<file path="src/rtl/game_ctrl.sv">
// Game-flow controller: sequences idle/play/hit/over and owns lives, score,
// high score, post-hit invincibility and star consumption. All outputs registered.
module game_ctrl #(
  parameter int LIVES        = 3,
  parameter int HIT_TICKS    = 30,
  parameter int INVINC_TICKS = 64,
  parameter int STAR_BONUS   = 5,
  parameter int SCORE_W      = 10
) (
  input  logic               clk,
  input  logic               rst,
  input  logic               frame_tick,
  input  logic               start,
  input  logic               collision_tube,
  input  logic               collision_star,
  input  logic               tube_passed,
  output logic [1:0]         state,
  output logic               scroll_en,
  output logic               ta_visible,
  output logic [1:0]         lives,
  output logic [SCORE_W-1:0] score,
  output logic [SCORE_W-1:0] high_score,
  output logic               game_over,
  output logic               star_clear
);

  localparam int HW = $clog2(HIT_TICKS + 1);
  // At least 3 bits so the blink tap (bit 2) always exists.
  localparam int IW = ($clog2(INVINC_TICKS + 1) < 3) ? 3 : $clog2(INVINC_TICKS + 1);

  typedef enum logic [1:0] {S_IDLE, S_PLAY, S_HIT, S_OVER} state_t;

  state_t             state_q, state_d;
  logic [1:0]         lives_q, lives_d;
  logic [SCORE_W-1:0] score_q, score_d;
  logic [SCORE_W-1:0] high_q, high_d;
  logic [HW-1:0]      hit_cnt_q, hit_cnt_d;
  logic [IW-1:0]      invinc_q, invinc_d;
  logic               star_prev_q, star_prev_d;
  logic               star_clear_q, star_clear_d;
  logic               scroll_en_q, scroll_en_d;
  logic               ta_visible_q, ta_visible_d;
  logic               game_over_q, game_over_d;

  logic               star_edge;
  logic               tube_hit;
  logic [SCORE_W:0]   add_v;
  logic [SCORE_W:0]   sum_v;

  assign star_edge = collision_star & ~star_prev_q;

  always_comb begin
    state_d      = state_q;
    lives_d      = lives_q;
    score_d      = score_q;
    high_d       = high_q;
    hit_cnt_d    = hit_cnt_q;
    invinc_d     = invinc_q;
    star_prev_d  = collision_star;
    star_clear_d = 1'b0;
    tube_hit     = 1'b0;
    add_v        = '0;
    sum_v        = '0;

    unique case (state_q)
      S_IDLE: begin
        if (start) begin
          state_d  = S_PLAY;
          score_d  = '0;
          lives_d  = 2'(LIVES);
          invinc_d = '0;
        end
      end
      S_PLAY: begin
        tube_hit = collision_tube && (invinc_q == '0);
        if (frame_tick && (invinc_q != '0)) invinc_d = invinc_q - IW'(1);
        if (tube_passed && !tube_hit) add_v = add_v + (SCORE_W+1)'(1);
        if (star_edge) begin
          add_v        = add_v + (SCORE_W+1)'(STAR_BONUS);
          star_clear_d = 1'b1;
        end
        // One extra bit catches overflow so the score clamps instead of wrapping.
        sum_v   = {1'b0, score_q} + add_v;
        score_d = sum_v[SCORE_W] ? '1 : sum_v[SCORE_W-1:0];
        if (tube_hit) begin
          if (lives_q == 2'd1) begin
            lives_d = 2'd0;
            state_d = S_OVER;
          end else begin
            lives_d   = lives_q - 2'd1;
            state_d   = S_HIT;
            hit_cnt_d = HW'(HIT_TICKS);
          end
        end
      end
      S_HIT: begin
        if (frame_tick) begin
          hit_cnt_d = hit_cnt_q - HW'(1);
          if (hit_cnt_q == HW'(1)) begin
            state_d  = S_PLAY;
            invinc_d = IW'(INVINC_TICKS);
          end
        end
      end
      S_OVER: begin
        if (score_q > high_q) high_d = score_q;
        if (start) state_d = S_IDLE;
      end
      default: state_d = S_IDLE;
    endcase

    scroll_en_d  = (state_d == S_PLAY);
    game_over_d  = (state_d == S_OVER);
    ta_visible_d = (state_d != S_PLAY) || (invinc_d == '0) || !invinc_d[2];
  end

  always_ff @(posedge clk) begin
    if (rst) begin
      state_q      <= S_IDLE;
      lives_q      <= 2'(LIVES);
      score_q      <= '0;
      high_q       <= '0;
      hit_cnt_q    <= '0;
      invinc_q     <= '0;
      star_prev_q  <= 1'b0;
      star_clear_q <= 1'b0;
      scroll_en_q  <= 1'b0;
      ta_visible_q <= 1'b1;
      game_over_q  <= 1'b0;
    end else begin
      state_q      <= state_d;
      lives_q      <= lives_d;
      score_q      <= score_d;
      high_q       <= high_d;
      hit_cnt_q    <= hit_cnt_d;
      invinc_q     <= invinc_d;
      star_prev_q  <= star_prev_d;
      star_clear_q <= star_clear_d;
      scroll_en_q  <= scroll_en_d;
      ta_visible_q <= ta_visible_d;
      game_over_q  <= game_over_d;
    end
  end

  assign state      = state_q;
  assign lives      = lives_q;
  assign score      = score_q;
  assign high_score = high_q;
  assign scroll_en  = scroll_en_q;
  assign ta_visible = ta_visible_q;
  assign game_over  = game_over_q;
  assign star_clear = star_clear_q;

endmodule

</file>
<file path="config.mk">
export PLATFORM = sky130hd
export DESIGN_NAME = game_ctrl
export DESIGN_NICKNAME = d
export VERILOG_FILES = /design/src/rtl/game_ctrl.sv
export SDC_FILE = /design/constraint.sdc
export NUM_CORES = 1
export LEC_CHECK = 0
export BUFFER_PORTS_ARGS = -buffer_cell sky130_fd_sc_hd__buf_2
export CORE_MARGIN = 1
export CORE_UTILIZATION = 50
export DETAILED_ROUTE_END_ITERATION = 6
export HOLD_SLACK_MARGIN = 0.03
export PLACE_DENSITY_LB_ADDON = 0.08
export SETUP_SLACK_MARGIN = 0.4
export SYNTH_ARGS = -nofsm -noshare
export SYNTH_HDL_FRONTEND = slang
export SYNTH_SLANG_ARGS = --single-unit
</file>
<file path="constraint.sdc">
create_clock -name clk -period 9.1 [get_ports clk]
set_clock_uncertainty 0.2 [all_clocks]
set_input_delay 1.82 -clock clk [delete_from_list [all_inputs] [get_ports clk]]
set_output_delay 1.82 -clock clk [all_outputs]
set_load 0.01 [all_outputs]
</file>
==> impl_metrics.yaml <==
run_status:
  outcome: "completed"
clock_network:
  cts_buffer_depth: 2
  numCtsBuffers: 5
  tritoncts: "yes"
  cts_resized: 0
  cts_setup_buffers: 0
  clkSinkCount: 41
  cts_max_level: 2
  cts_root_buf: "clkbuf_8"
  clk_latency_ps: 290
  cts_hold_buf: 0
  cts.reportedPaths.clkPinSlew_ps: 80
final_layout:
  fin_util: 0.586
  layout_commonest_cell: "dfxtp_1"
  final_cell_mix: "41 x dfxtp_1, 34 x nand2_1, 34 x buf_2"
  design_area_um2: 2570
  nets: 325
  drive_gt1_frac: 0.161
  area_growth_pct: 12.5
  n_antenna_cell: 0
timing:
  period_share: 0.508
  setup_tns_ps: 0
  fin_ws_ps: 4470
  relSlewSlack: 0.397
  rsz0062_at_grt: "false"
  tightest_slew_ps: 903
  setup_violations: 0
  fin_crit_ps: 4630
  slew_violations: 0
  finalHoldViolCount: 0
  max_freq_mhz: 216
floorplanning:
  ios: 35
  chipWidth_um: 69.6
  fp.coreArea_um2: 4380
  die-area_um2: 4840
  rows: 24
  start_util: 0.521
  die_h_um: 69.6
worst_setup_path:
  worst-path-max-fanout: 5
  arrival_ps: 4590
  critPathCaptureType: "flop"
  cp-startpoint: "collision_tube"
  required_ps: 9070
  startpoint_type: "input pin"
  setup.worst_path.class: "in2reg"
  reg2reg_from: "invinc_q[4]$_SDFF_PP0_"
placement:
  globalplace.congestion: 0.802
  placed_area_um2: 2480
  post-place-ws_ps: 4180
  post-dp-hpwl_um: 3540
  io_buffers: 34
pwr:
  powerDensity_nw_per_um2: 143
  power.total_w: 0.000366
  p_leak_nw: 1.15
  vdd_drop_max_mv: 0.0943
route:
  drtIter0Drc: 55
  wl_um: 4890
  vias_per_cell: 5.64
  drc: 0
  ant_nets: 0
  dr.pass1.iters: 4
  vias: 1978
  wire_per_inst_um: 13.9
synth:
  yosys_warnings: 0
  syn-num-nets: 293
  synth_edf_count: 0
  synth-seq-cells: 41
  synthesis.area_um2: 2280
  syn_inst: 267
  ys_seq_area_frac: 0.359
  yosys_most_used_dff: "dfxtp_1"
  postSynthAreaPerCell_um2: 8.55
  synth_cell_type_count: 54
  async_flop_share: 0
worst_hold_path:
  hold_start: "high_score[4]$_SDFFE_PP0P_"
  hold_path_class: "reg2reg"
job:
  maxCapViolCount: 0
global_routing:
  grt_max_degree: 26
  grt_pass1_vias: 1809
  grt_usage: 0.211
  grt_remaining_overflow: 0
  grt_pass1_wl_um: 8120
  grt_antenna_before_repair: 0
[cell type report]
| cell class | count | area [µm²] |
|---|---|---|
| Fill cell | 430 | 1820 |
| Multi-Input combinational cell | 196 | 1340 |
| Sequential cell | 41 | 821 |
| Timing Repair Buffer | 35 | 178 |
| Clock buffer | 7 | 86.3 |
| Inverter | 20 | 75.1 |
| Tap cell | 52 | 65.1 |
[critical path, stage by stage]
cell     delay, ps
buf_2           80
nor4b_1        440
nand2_1        200
and2_1         200
ha_1           270
ha_1           210
fa_1           400
a21o_1         220
and3_1         220
and4_1         260
o21ai_0        200
a21oi_1         80
[stage by stage]
step                      std cells  hold WS, ps
final                           351          270
after detailed placement        344          262
after global placement          344          258
after floorplan                 267          252
after global routing            351          283
after CTS                       351          273
[kinds of logic (layout without fill, tap and decap cells)]
| family | Yosys count | count (layout) | synth area share |
|---|---|---|---|
| xor+xnor | 4 | 4 | 0.0153 |
| buf+inv | 30 | 62 | 0.0521 |
| compound gates | 69 | 69 | 0.198 |
| flops | 41 | 41 | 0.359 |
| mux | 12 | 12 | 0.0526 |
| fa+ha+maj | 19 | 19 | 0.107 |
| simple gates | 92 | 92 | 0.215 |
[report_power, final]
part | internal (W) | switching (W)
Combinational | 0.0000208 | 0.0000325
Sequential | 0.000185 | 0.00000753
Clock | 0.0000602 | 0.0000597
Total | 0.000266 | 0.0000997
[flip-flops by register name, summed over array words and instances (netlist names)]
signal / cells
high_score: 10
score: 10
invinc_q: 7
hit_cnt_q: 5
lives: 2
state: 2
game_over: 1
scroll_en: 1
star_clear: 1
star_prev_q: 1
ta_visible: 1
[path summary, 6_finish.rpt]
kind,endpoint,slack [ps],depth (start not counted)
setup / recovery,score[4]$_SDFFE_PP0P_,4470,12
hold / removal,high_score[4]$_SDFFE_PP0P_,270,2
setup reg to reg,score[4]$_SDFFE_PP0P_,5620,11
hold reg to reg,high_score[4]$_SDFFE_PP0P_,270,2
[cells in the mapped netlist, types with 2 or more instances]
cell type | count | share of area
a21o_1 | 4 | 0.013
o21a_1 | 5 | 0.016
xor2_1 | 3 | 0.012
dfxtp_1 | 41 | 0.36
nor2_1 | 13 | 0.021
ha_1 | 18 | 0.099
nand3b_1 | 4 | 0.013
or4_1 | 2 | 0.0066
o31ai_1 | 3 | 0.0099
nor2b_1 | 7 | 0.019
buf_2 | 2 | 0.0044
nor4_1 | 2 | 0.0055
nand3_1 | 4 | 0.0088
inv_1 | 19 | 0.031
and2_1 | 4 | 0.011
clkbuf_1 | 7 | 0.012
nand4_1 | 5 | 0.014
o311ai_0 | 2 | 0.0077
nand2_1 | 34 | 0.056
nor3_1 | 2 | 0.0044
a21oi_1 | 24 | 0.053
mux2i_1 | 12 | 0.053
a31oi_1 | 4 | 0.011
o22ai_1 | 2 | 0.0055
o21ai_0 | 12 | 0.026
and3_1 | 4 | 0.011
[metal layers]
layer  up-vias  track usage  wire length (µm)  share of wire
li1       1017            -                 -              -
met1       924        0.235              2230           0.46
met2        31        0.387              2430           0.50
met3         6       0.0436               160          0.033
met4         0       0.0839                72          0.015
met5         -            0                 0              0
Note: power is estimated with default switching activity, not from simulation.
